$ cat config.mk
export PLATFORM = sky130hd
export DESIGN_NAME = spi_reg_bank
export DESIGN_NICKNAME = d
export VERILOG_FILES = /design/src/rtl/spi_pkg.sv /design/src/rtl/spi_pin_sync.sv /design/src/rtl/spi_reg_bank.sv
export SDC_FILE = /design/constraint.sdc
export NUM_CORES = 1
export LEC_CHECK = 0
export CORE_MARGIN = 1
export CORE_UTILIZATION = 25
export CTS_CLUSTER_SIZE = 10
export DETAILED_ROUTE_END_ITERATION = 8
export PLACE_DENSITY = 0.43
export SLEW_MARGIN = 10
export SYNTH_ARGS = -nofsm -noshare
export SYNTH_HDL_FRONTEND = slang
export SYNTH_HIERARCHICAL = 1
export SYNTH_SLANG_ARGS = --single-unit
$ cat constraint.sdc
create_clock -name clk -period 2.81 [get_ports clk]
set_input_delay 0.281 -clock clk [delete_from_list [all_inputs] [get_ports clk]]
set_output_delay 0.281 -clock clk [all_outputs]
set_load 0.005 [all_outputs]
$ cat src/rtl/spi_pkg.sv
// Shared types and constants for the SPI register bank: FSM state encoding,
// R/W bit meaning and the frame length helper.
package spi_pkg;

    typedef enum logic [2:0] {
        ST_IDLE = 3'd0,
        ST_CMD  = 3'd1,
        ST_ADDR = 3'd2,
        ST_DATA = 3'd3,
        ST_DONE = 3'd4
    } spi_state_t;

    localparam logic RW_WRITE = 1'b1;
    localparam logic RW_READ  = 1'b0;

    // Total SCLK rising edges in one complete frame: R/W bit, address, data.
    function automatic int frame_len(input int addr_w, input int data_w);
        return 1 + addr_w + data_w;
    endfunction

endpackage

$ cat src/rtl/spi_pin_sync.sv
// Multi-flop synchroniser for one asynchronous SPI pin, followed by an edge
// detect flop; reports the synchronised level and single-cycle rise/fall.
module spi_pin_sync #(
    parameter int SYNC_STAGES = 2
) (
    input  logic clk,
    input  logic rst,
    input  logic pin,
    output logic level,
    output logic rise,
    output logic fall
);

    logic [SYNC_STAGES-1:0] r_sync;
    logic                   r_prev;

    // Resetting to 0 means a chip select held low through reset never looks
    // like a falling edge, so a frame can only begin on a genuine ncs fall.
    always_ff @(posedge clk or posedge rst) begin
        if (rst) begin
            r_sync <= '0;
            r_prev <= 1'b0;
        end else begin
            r_sync <= {r_sync[SYNC_STAGES-2:0], pin};
            r_prev <= r_sync[SYNC_STAGES-1];
        end
    end

    assign level = r_sync[SYNC_STAGES-1];
    assign rise  = level & ~r_prev;
    assign fall  = ~level & r_prev;

endmodule

$ cat src/rtl/spi_reg_bank.sv
// SPI mode-0 peripheral with a bank of control registers, fully oversampled
// in the clk domain: write commit strobe, register readback and frame errors.
module spi_reg_bank
    import spi_pkg::*;
#(
    parameter int NUM_REGS    = 5,
    parameter int DATA_W      = 8,
    parameter int ADDR_W      = 7,
    parameter int SYNC_STAGES = 2
) (
    input  logic                       clk,
    input  logic                       rst,
    input  logic                       sclk,
    input  logic                       copi,
    input  logic                       ncs,
    output logic                       cipo,
    output logic                       cipo_oe,
    output logic [NUM_REGS*DATA_W-1:0] regs_o,
    output logic                       wr_strobe,
    output logic [ADDR_W-1:0]          wr_addr,
    output logic                       frame_err
);

    localparam int MAX_W = (ADDR_W > DATA_W) ? ADDR_W : DATA_W;
    localparam int CNT_W = $clog2(MAX_W + 1);

    logic w_sclk_lvl, w_sclk_rise, w_sclk_fall;
    logic w_copi_lvl, w_copi_rise, w_copi_fall;
    logic w_ncs_lvl,  w_ncs_rise,  w_ncs_fall;

    spi_pin_sync #(.SYNC_STAGES(SYNC_STAGES)) u_sync_sclk (
        .clk(clk), .rst(rst), .pin(sclk),
        .level(w_sclk_lvl), .rise(w_sclk_rise), .fall(w_sclk_fall)
    );
    spi_pin_sync #(.SYNC_STAGES(SYNC_STAGES)) u_sync_copi (
        .clk(clk), .rst(rst), .pin(copi),
        .level(w_copi_lvl), .rise(w_copi_rise), .fall(w_copi_fall)
    );
    spi_pin_sync #(.SYNC_STAGES(SYNC_STAGES)) u_sync_ncs (
        .clk(clk), .rst(rst), .pin(ncs),
        .level(w_ncs_lvl), .rise(w_ncs_rise), .fall(w_ncs_fall)
    );

    logic w_unused_pins;
    assign w_unused_pins = ^{w_sclk_lvl, w_copi_rise, w_copi_fall, w_ncs_lvl};

    spi_state_t        r_state;
    logic [CNT_W-1:0]  r_bit_cnt;
    logic              r_rw;
    logic [ADDR_W-1:0] r_addr;
    logic [DATA_W-1:0] r_data;
    logic [DATA_W-1:0] r_rd_shift;
    logic              r_cipo_oe;
    logic              r_wr_strobe;
    logic [ADDR_W-1:0] r_wr_addr;
    logic              r_frame_err;
    logic [DATA_W-1:0] r_regs [NUM_REGS];

    logic [ADDR_W-1:0] w_addr_next;
    logic [DATA_W-1:0] w_rd_data;
    logic              w_addr_ok;
    logic              w_commit;

    assign w_addr_next = {r_addr[ADDR_W-2:0], w_copi_lvl};
    assign w_addr_ok   = {1'b0, r_addr} < (ADDR_W+1)'(NUM_REGS);
    assign w_commit    = (r_state == ST_DONE) && w_ncs_rise
                         && (r_rw == RW_WRITE) && w_addr_ok;

    // Out-of-range read addresses match no register and return zero.
    always_comb begin
        w_rd_data = '0;
        for (int i = 0; i < NUM_REGS; i++) begin
            if (w_addr_next == ADDR_W'(i)) begin
                w_rd_data = r_regs[i];
            end
        end
    end

    always_ff @(posedge clk or posedge rst) begin
        if (rst) begin
            r_state     <= ST_IDLE;
            r_bit_cnt   <= '0;
            r_rw        <= 1'b0;
            r_addr      <= '0;
            r_data      <= '0;
            r_rd_shift  <= '0;
            r_cipo_oe   <= 1'b0;
            r_wr_strobe <= 1'b0;
            r_wr_addr   <= '0;
            r_frame_err <= 1'b0;
        end else begin
            r_wr_strobe <= 1'b0;
            r_frame_err <= 1'b0;
            if ((r_state != ST_IDLE) && w_ncs_rise) begin
                r_state   <= ST_IDLE;
                r_bit_cnt <= '0;
                r_cipo_oe <= 1'b0;
                if (r_state != ST_DONE) begin
                    r_frame_err <= 1'b1;
                end else if (r_rw == RW_WRITE) begin
                    if (w_addr_ok) begin
                        r_wr_strobe <= 1'b1;
                        r_wr_addr   <= r_addr;
                    end else begin
                        r_frame_err <= 1'b1;
                    end
                end
            end else begin
                case (r_state)
                    ST_IDLE: begin
                        if (w_ncs_fall) begin
                            r_state   <= ST_CMD;
                            r_bit_cnt <= '0;
                        end
                    end
                    ST_CMD: begin
                        if (w_sclk_rise) begin
                            r_rw      <= w_copi_lvl;
                            r_state   <= ST_ADDR;
                            r_bit_cnt <= '0;
                        end
                    end
                    ST_ADDR: begin
                        if (w_sclk_rise) begin
                            r_addr <= w_addr_next;
                            if (r_bit_cnt == CNT_W'(ADDR_W - 1)) begin
                                r_state   <= ST_DATA;
                                r_bit_cnt <= '0;
                                if (r_rw == RW_READ) begin
                                    r_rd_shift <= w_rd_data;
                                    r_cipo_oe  <= 1'b1;
                                end
                            end else begin
                                r_bit_cnt <= r_bit_cnt + 1'b1;
                            end
                        end
                    end
                    ST_DATA: begin
                        if (w_sclk_rise) begin
                            r_data <= {r_data[DATA_W-2:0], w_copi_lvl};
                            if (r_bit_cnt == CNT_W'(DATA_W - 1)) begin
                                r_state   <= ST_DONE;
                                r_bit_cnt <= '0;
                            end else begin
                                r_bit_cnt <= r_bit_cnt + 1'b1;
                            end
                        end else if (w_sclk_fall && r_cipo_oe && (r_bit_cnt != '0)) begin
                            // The fall before the first data rise must keep the
                            // MSB on the pin, so shifting starts after that rise.
                            r_rd_shift <= {r_rd_shift[DATA_W-2:0], 1'b0};
                        end
                    end
                    ST_DONE: begin
                    end
                    default: begin
                        r_state   <= ST_IDLE;
                        r_bit_cnt <= '0;
                    end
                endcase
            end
        end
    end

    always_ff @(posedge clk or posedge rst) begin
        if (rst) begin
            for (int i = 0; i < NUM_REGS; i++) begin
                r_regs[i] <= '0;
            end
        end else if (w_commit) begin
            for (int i = 0; i < NUM_REGS; i++) begin
                if (r_addr == ADDR_W'(i)) begin
                    r_regs[i] <= r_data;
                end
            end
        end
    end

    generate
        for (genvar gi = 0; gi < NUM_REGS; gi++) begin : g_regs_out
            assign regs_o[gi*DATA_W +: DATA_W] = r_regs[gi];
        end
    endgenerate

    assign cipo      = r_cipo_oe & r_rd_shift[DATA_W-1];
    assign cipo_oe   = r_cipo_oe;
    assign wr_strobe = r_wr_strobe;
    assign wr_addr   = r_wr_addr;
    assign frame_err = r_frame_err;

endmodule

==> reports/qor.yml <==
maxSlewViolCount: 0
area_growth_pct: 28.9
antenna_cells: 0
power.leakage_nw: 2.27
finalCritPeriodShare: 0.833
gp_congestion: 0.745
clockBufferDepth: 2
tns_ps: 0
post_cts_buffers: 0
grt_setup_unrepaired: "no"
rows: 45
drc_errors: 0
startpoint: "u_sync_ncs/r_sync[1]"
port_buffers: 55
setup_viol: 0
drive_gt1_frac: 0.271
grt_max_degree: 46
finalInstanceArea_um2: 5110
wirelength_mm: 10.1
io_pins: 56
ctsResizeCount: 0
ant_nets: 0
clk_latency_ps: 350
period_needed_ps: 2340
grt.overflow.total: 0
dr.first_iter.drc_count: 131
syn_avg_cell_area_um2: 12.6
die_w_um: 128
power_density_nw_per_um2: 723
grt_pass1_wl_mm: 16.0
max-slew-margin-rel: 0.595
start_util: 0.258
fin_hold_ws_ps: 198
ys_warn_count: 6
cp.arrival_ps: 2570
fp.dieH_um: 128
r2r_setup_slack_ps: 470
place_area_um2: 4800
dr.pass1.iters: 5
endpoint_kind: "flop"
cts_buffers: 9
die_area_um2: 16400
design.core.area_um2: 15400
syn_nets: 322
power_mw: 3.70
clk_pin_slew_ps: 70
dp_hpwl_mm: 7.07
synth_area_um2: 3970
worstReg2RegEnd: "regs_o[16]"
postCtsHoldBufs: 0
cts_tree: "yes"
vdd_drop_max_uv: 404
r2r-start: "u_sync_ncs/r_sync[1]"
syn_inst: 314
critPathRequiredTime_ps: 3040
wl_per_cell_um: 17.1
grt_pass1_vias: 2695
fin_nets: 383
crit_type: "flop to flop"
cp-start-kind: "flop"
root_buffer: "clkbuf_16"
fmax_mhz: 427
hold_viol_final: 0
worstMarginPinSlew_ps: 607
outcome: "finished clean"
cp_max_fo: 10
reg2regPathDepth: 5
clock_skew_ps: 9.48
final_util: 0.333
cts_max_level: 3
grt_usage: 0.134
vias_per_cell: 4.48
hold_path_class: "primary input to asynchronous set/reset pin"
antenna_found_initial: 0
vias: 2645
clock-sinks: 89
maxCapViolCount: 0
[critical path, cell delays in order (launching register included)]
cell and delay (ps):
dfrtp_1 350, nor2b_1 510, nand4_1 340, nor3_4 340
nand2b_1 320, mux2_2 370
[final cells by class]
cell class,count,area (µm²)
fillers,1504,10300
clock buffers,11,253
multi-input cells,199,1630
repair buffers,64,631
well taps,211,264
inverters,12,46.3
flip-flops and latches,89,2230
clock inverters,5,62.6
[through the flow]
stage / worst slack [ps] / instances
2_1_floorplan: 449 / 314
3_3_place_gp: 526 / 575
3_5_place_dp: 466 / 575
4_1_cts: 446 / 591
5_1_grt: 183 / 591
6_report: 468 / 591
[where the power goes]
group          switching [mW]  total, mW  internal [mW]
logic                   0.484      0.837          0.353
clock network           0.513       1.26          0.742
registers               0.205       1.60           1.40
total                    1.20       3.70           2.49
[placed cells by master, fill, tap and decap left out, drive strengths merged, types with 5 or more instances in the layout]
cell           count
dfrtp             89
mux2              59
clkdlybuf4s50     55
o21ai             20
nand2             17
nor2              13
inv               12
clkbuf            11
buf                9
nand3b             6
and2               6
nand2b             5
mux2i              5
[metal layers]
metal | share of wire | GRT usage
met1 | 0.46 | 0.171
met2 | 0.49 | 0.221
met3 | 0.039 | 0.0409
met4 | 0.0097 | 0.0353
met5 | 0 | 0
[registers in the layout, summed over array words and instances, names as in the netlist, 2 cells and up]
name                flops
u_sync_copi/r_sync      2
u_sync_sclk/r_sync      2
r_rd_shift              8
regs_o                 40
r_addr                  7
r_state                 3
r_bit_cnt               4
u_sync_ncs/r_sync       2
r_data                  8
wr_addr                 7
[worst max path at each step]
stage,endpoint,slack [ps],cells past startpoint
finish,regs_o[16],470,5
global route,regs_o[16],180,5
detailed placement,regs_o[21],470,5
floorplan,cipo_oe,450,1
CTS,regs_o[16],450,5
global placement,regs_o[23],530,5
(Power assumes the default switching activity.)
